## src/rtl/fifo_write_ctrl_pkg.sv

```systemverilog
// Shared sizing defaults for the CDC FIFO write/read controllers.
// Pointers carry one extra wrap bit above the address bits.
package fifo_write_ctrl_pkg;

  localparam int ADDR_W_DFLT  = 4;
  localparam int WRAP_BITS    = 1;
  localparam int AFULL_MARGIN = 2;

endpackage

```

## src/rtl/cdc_sync_2ff.sv

```systemverilog
// Two-flop synchronizer for Gray-coded pointers crossing clock domains.
// Shared by the write side (read pointer) and the read side (write pointer).
module cdc_sync_2ff #(
  parameter int WIDTH = 5
) (
  input  logic             clk,
  input  logic             rst,
  input  logic [WIDTH-1:0] d,
  output logic [WIDTH-1:0] q
);

  logic [WIDTH-1:0] s1_q;
  logic [WIDTH-1:0] s2_q;

  always_ff @(posedge clk or negedge rst) begin
    if (!rst) begin
      s1_q <= '0;
      s2_q <= '0;
    end else begin
      s1_q <= d;
      s2_q <= s1_q;
    end
  end

  assign q = s2_q;

endmodule

```

## src/rtl/fifo_write_ctrl.sv

```systemverilog
// Write-side pointer/flag controller of the dual-clock FIFO.
// Optional almost-full output: define FIFO_WR_ALMOST_FULL_EN.
module fifo_write_ctrl
  import fifo_write_ctrl_pkg::*;
#(
  parameter int ADDR_WIDTH  = ADDR_W_DFLT,
`ifdef FIFO_WR_ALMOST_FULL_EN
  parameter int AFULL_LEVEL = (1 << ADDR_WIDTH) - AFULL_MARGIN,
`endif
  parameter int PTR_WIDTH   = ADDR_WIDTH + WRAP_BITS
) (
  input  logic                  clk,
  input  logic                  rst,
  input  logic                  winc,
  input  logic [PTR_WIDTH-1:0]  w_rptr_gray,
  output logic                  wen,
  output logic [ADDR_WIDTH-1:0] waddr,
  output logic [PTR_WIDTH-1:0]  wptr,
  output logic [PTR_WIDTH-1:0]  wptr_gray,
  output logic                  wfull,
  output logic [PTR_WIDTH-1:0]  wlevel,
`ifdef FIFO_WR_ALMOST_FULL_EN
  output logic                  walmost_full,
`endif
  output logic                  wovf
);

  localparam int MSB = PTR_WIDTH - 1;

  logic [PTR_WIDTH-1:0] rq2;
  logic [PTR_WIDTH-1:0] rq_bin;
  logic [PTR_WIDTH-1:0] wptr_q, wptr_d;
  logic [PTR_WIDTH-1:0] wgray_q, wgray_d;
  logic                 wovf_q, wovf_d;

  cdc_sync_2ff #(
    .WIDTH (PTR_WIDTH)
  ) u_rsync (
    .clk (clk),
    .rst (rst),
    .d   (w_rptr_gray),
    .q   (rq2)
  );

  always_comb begin
    rq_bin = '0;
    for (int i = 0; i < PTR_WIDTH; i++) begin
      rq_bin[i] = ^(rq2 >> i);
    end
  end

  // Full when pointers differ only in the wrap bit.
  assign wfull = (wptr_q[MSB] != rq_bin[MSB]) &&
                 (wptr_q[MSB-1:0] == rq_bin[MSB-1:0]);

  // Held reset blocks the strobe even with winc high.
  assign wen = winc & ~wfull & rst;

  always_comb begin
    wptr_d  = wptr_q;
    wovf_d  = wovf_q;
    if (wen) begin
      wptr_d = wptr_q + PTR_WIDTH'(1);
    end
    if (winc && wfull) begin
      wovf_d = 1'b1;
    end
    wgray_d = wptr_d ^ (wptr_d >> 1);
  end

  always_ff @(posedge clk or negedge rst) begin
    if (!rst) begin
      wptr_q  <= '0;
      wgray_q <= '0;
      wovf_q  <= 1'b0;
    end else begin
      wptr_q  <= wptr_d;
      wgray_q <= wgray_d;
      wovf_q  <= wovf_d;
    end
  end

  assign wptr      = wptr_q;
  assign wptr_gray = wgray_q;
  assign waddr     = wptr_q[ADDR_WIDTH-1:0];
  assign wlevel    = wptr_q - rq_bin;
  assign wovf      = wovf_q;

`ifdef FIFO_WR_ALMOST_FULL_EN
  assign walmost_full = (wlevel >= PTR_WIDTH'(AFULL_LEVEL));
`endif

endmodule
```

## config.mk

```make
export PLATFORM = sky130hd
export DESIGN_NAME = fifo_write_ctrl
export DESIGN_NICKNAME = d
export VERILOG_FILES = /design/src/rtl/fifo_write_ctrl_pkg.sv /design/src/rtl/cdc_sync_2ff.sv /design/src/rtl/fifo_write_ctrl.sv
export SDC_FILE = /design/constraint.sdc
export NUM_CORES = 1
export LEC_CHECK = 0
export ABC_CLOCK_PERIOD_IN_PS = 6250
export CAP_MARGIN = 0
export CORE_MARGIN = 2
export CORE_UTILIZATION = 50
export DETAILED_ROUTE_END_ITERATION = 16
export PLACE_DENSITY = 0.81
export SLEW_MARGIN = 10
export SYNTH_ARGS = -nofsm -noshare
export SYNTH_HDL_FRONTEND = slang
export SYNTH_SLANG_ARGS = --single-unit
```

## constraint.sdc

```tcl
create_clock -name clk -period 6.25 [get_ports clk]
set_input_delay 1.25 -clock clk [delete_from_list [all_inputs] [get_ports clk]]
set_output_delay 1.25 -clock clk [all_outputs]
set_load 0.01 [all_outputs]
```

* After elaboration in Yosys (flattened, before gate mapping)
Cells that the tools add are included.
Word-level totals: register bits 21, latch bits 0, RAM bits 0, memory bits (read-only) 0, input port bits 8, output and inout bits 22, logic and storage cells 21, memories kept 0
Cells by class: $add $sub $neg 2, multiply operators 0, divide/modulo/power cells 0, magnitude comparators 0, equal/unequal tests 2, shift operators 0, multiplexer cells 1, bitwise logic cells 4, reduce and logical (&&, ||, !) cells 7
Operator list (count):
- 5-bit XOR reduction | 5
- 5-bit by 1-bit adder with 5-bit output, second input constant | 1
- 5-bit two-way mux | 1
- 5-bit subtractor | 1
- 5-bit by 4-bit XOR with 5-bit output | 1
- 4-bit == test | 1
- 1-bit bitwise AND | 2
- 1-bit logical AND | 2
- 1-bit != test | 1
- 1-bit NOT | 1

* Longest topological paths before layout
depth after elaboration 8, depth in mapped cells 10, gate-level depth less buffers 10

* By module
A second synthesis with hierarchy kept.
Second synthesis, totals: cell total of the unflattened synthesis 84, area, all modules 1042.2 um^2
By module, submodules not included:
- fifo_write_ctrl | times used 1, cells an instance 74, area each 792.0 um^2, sequential area each 250.2 um^2
- cdc_sync_2ff | times used 1, cells an instance 10, area each 250.2 um^2, sequential area each 250.2 um^2

* Least setup slack after synthesis
OpenSTA, ideal clock, no wires.
kind reg2out, start point reg u_rsync.s2_q[4] (netlist: u_rsync.q[4]), end point out wlevel[4], arrival time 2.196 ns, data required time 5.000 ns, setup slack 2.804 ns, cell stages (with the launch flop) 11, buffers on the path 0, path through dfrtp_1 xnor2_2 xor2_2 xor2_2 xnor2_1 ha_1 fa_1 inv_1 a21o_1 a21oi_1 xnor2_1
Between the ends: longest elaborated chain between the ends 2
RTL lines:
- start: declaration | RTL line cdc_sync_2ff.sv:13 | logic [WIDTH-1:0] s2_q;
- start signal: assignment | RTL line cdc_sync_2ff.sv:21 | s2_q <= s1_q;
- 5-bit XOR reduction | RTL line fifo_write_ctrl.sv:48 | rq_bin[i] = ^(rq2 >> i);
- 5-bit subtractor (*) | RTL line fifo_write_ctrl.sv:86 | assign wlevel = wptr_q - rq_bin;
- end: declaration | RTL line fifo_write_ctrl.sv:21 | output logic [PTR_WIDTH-1:0] wlevel,
Every way passes the cells marked *; elsewhere a longest branch is shown, timed or not.

* Final worst setup path
Same ends and word-level chain as after synthesis.

==> impl_metrics.tcl <==
set metrics [dict create \
    clock-sinks 20 \
    cts_resized 0 \
    slew_headroom_pct 78.1 \
    gp_congestion 0.809 \
    dp_hpwl_mm 1.29 \
    drive_gt1_share_pct 11.7 \
    die_h_um 49.7 \
    drt-total-wl_mm 1.60 \
    worstPathRequired_ns 5.00 \
    ys_seq_area_share_pct 48.0 \
    layout.nets 127 \
    finalInstanceArea_um2 1360 \
    setup_tns_ns 0 \
    grt_usage_pct 15.1 \
    dpl_worst_slack_ns 1.98 \
    hold_viol 0 \
    synth_warnings 0 \
    period_minus_slack_ns 4.37 \
    start_util_pct 53.1 \
    cpLargestDelayFamily "XOR/XNOR gates" \
    dieArea_um2 2470 \
    mostFrequentLayoutCell "clkdlybuf4s50_1" \
    postRouteAntennaNets 0 \
    yosys-top-cells-area "dfrtp_1 (48%), xnor2_1 (10%), ha_1 (6.0%)" \
    worst_pin_slew_ns 0.326 \
    rows 16 \
    clock_latency_ns 0.29 \
    die_w_um 49.7 \
    vias_per_cell 4.92 \
    fin_total_pwr_mw 0.716 \
    core_um2 1960 \
    r2r_slack_ns 3.53 \
    numPortBuffers 29 \
    synthToLayoutAreaGrowth_pct 30.0 \
    drc 0 \
    maxSlewViolCount 0 \
    cellLeakagePower_nw 0.598 \
    path_max_fanout 3 \
    reg2reg_depth 9 \
    drt_iter0_drc 10 \
    grt_pass1_vias 654 \
    dpl-instance-area_um2 1330 \
    synth_edf_count 0 \
    crit_arrival_ns 3.12 \
    ys_ff_latch 20 \
    rsz0062_at_grt "false" \
    crit_path_end "wlevel[4]" \
    vdd_drop_max_mv 0.277 \
    r2r-start "u_rsync.q[4]" \
    finalCritPeriodShare_pct 70.0 \
    r2r-end "wptr_gray[0]" \
    h-tree-depth 1 \
    setup_slack_ns 1.88 \
    cp_num_cells 11 \
    ys_async_sr_fraction_pct 100 \
    path_clk_slew_ns 0.10 \
    num_antenna_cells 0 \
    dr.pass1.iters 4 \
    synth_area_per_cell_um2 12.4 \
    start_kind "flop" \
    antenna_found_initial 0 \
    cts_buffers 3 \
    crit_start "u_rsync.q[4]" \
    hp-class "flop to flop" \
    io_pins 30 \
    cp-end-kind "output port" \
    postCtsSetupRepairBufs 0 \
    max_stage_delay_ns 0.55 \
    root_buffer "clkbuf_4" \
    vias 679 \
    grt_max_degree 24 \
    min_from "u_rsync.s1_q[0]" \
    power_density_nw_per_um2 528 \
    crit_slowest_cell "clkdlybuf4s50_1" \
    setup_viol 0 \
    crit_buf_inv 2 \
    grt-ovfl-total 0 \
    postCtsHoldBufs 0 \
    synth-main-ff-cell "dfrtp_1" \
    clockBufferDepth 2 \
    synth_cell_types 26 \
    fin_worst_skew_ns 0.00254 \
    synth_nets 98 \
    post_drt_wl_per_cell_um 11.6 \
    yosysTopAreaCell "dfrtp_1" \
    synth_area_um2 1040 \
    maxCapViolations 0 \
    cp_cell_sequence "xnor2_2 -> xor2_2 -> xor2_2 -> xnor2_1 -> ha_1 -> fa_1 -> inv_1 -> a21o_1 -> a21oi_1 -> xnor2_1 -> clkdlybuf4s50_1" \
    synth_top_area_share_pct 48.0 \
    synthesis.instances 84 \
    cts_tree "done" \
    fmax_ghz 0.229 \
    grt_pass1_wl_mm 2.87 \
    crit_type "flop to output port" \
    outcome "completed" \
    final_cell_mix "clkdlybuf4s50_1 (29), dfrtp_1 (20), xnor2_1 (12)" \
]
## power by group
group	internal (mW)	leakage, nW	switching (mW)
Clock	0.0224	0.0138	0.0332
Combinational	0.264	0.348	0.186
Sequential	0.166	0.237	0.0443
Total	0.452	0.598	0.264
## cell families (layout without fill, tap and decap cells)
logic type | Yosys count | count (layout) | share of synthesized area (%)
DFF | 20 | 20 | 48.0
xor gates and xnor gates | 18 | 18 | 18.7
adders and majority gates | 6 | 6 | 7.92
and+or+nand+nor | 10 | 10 | 5.04
muxes | 4 | 4 | 4.44
AOI/OAI and AO/OA | 11 | 11 | 8.64
buffers and inverters | 15 | 42 | 7.20
## sequential cells by signal, summed over array words and instances, names as in the netlist
register      cells
u_rsync.q         5
u_rsync.s1_q      5
wptr_gray         5
wptr              4
wovf              1
## worst min path at each step
stage | to | slack (ns) | depth (start not counted)
6_report | u_rsync.q[0] | 0.36 | 0
5_1_grt | u_rsync.q[0] | 0.37 | 0
4_1_cts | u_rsync.q[0] | 0.36 | 0
3_5_place_dp | u_rsync.q[0] | 0.34 | 0
3_3_place_gp | u_rsync.q[0] | 0.33 | 0
2_1_floorplan | u_rsync.q[0] | 0.33 | 0
## cell usage after synthesis (2+ instances only)
master	instances
mux2i_1	2
xnor2_1	12
xor2_2	3
nand2_1	4
xnor2_2	2
nand4_1	3
dfrtp_1	20
inv_1	9
a21oi_1	2
buf_4	5
ha_1	5
a21o_1	3
## per-layer routing
layer	global-route usage [%]	share of wire (%)
met1	18.3	40
met2	27.1	53
met3	2.12	5.1
met4	5.56	1.1
met5	0	0
## through the flow
step | hold WS (ns) | cells | utilization, %
2_1_floorplan | 0.331 | 84 | -
3_3_place_gp | 0.333 | 135 | 67.9
3_5_place_dp | 0.336 | 135 | 67.9
4_1_cts | 0.359 | 138 | 69.1
5_1_grt | 0.368 | 138 | 69.1
6_report | 0.356 | 138 | 69.1
## layout make-up
class / instances / area, um2
Sequential cell: 20 / 500
Timing Repair Buffer: 30 / 298
Clock buffer: 3 / 22.5
Fill cell: 160 / 607
Inverter: 9 / 33.8
Multi-Input combinational cell: 49 / 467
Tap cell: 27 / 33.8
Power figures use the tool's default switching activity.
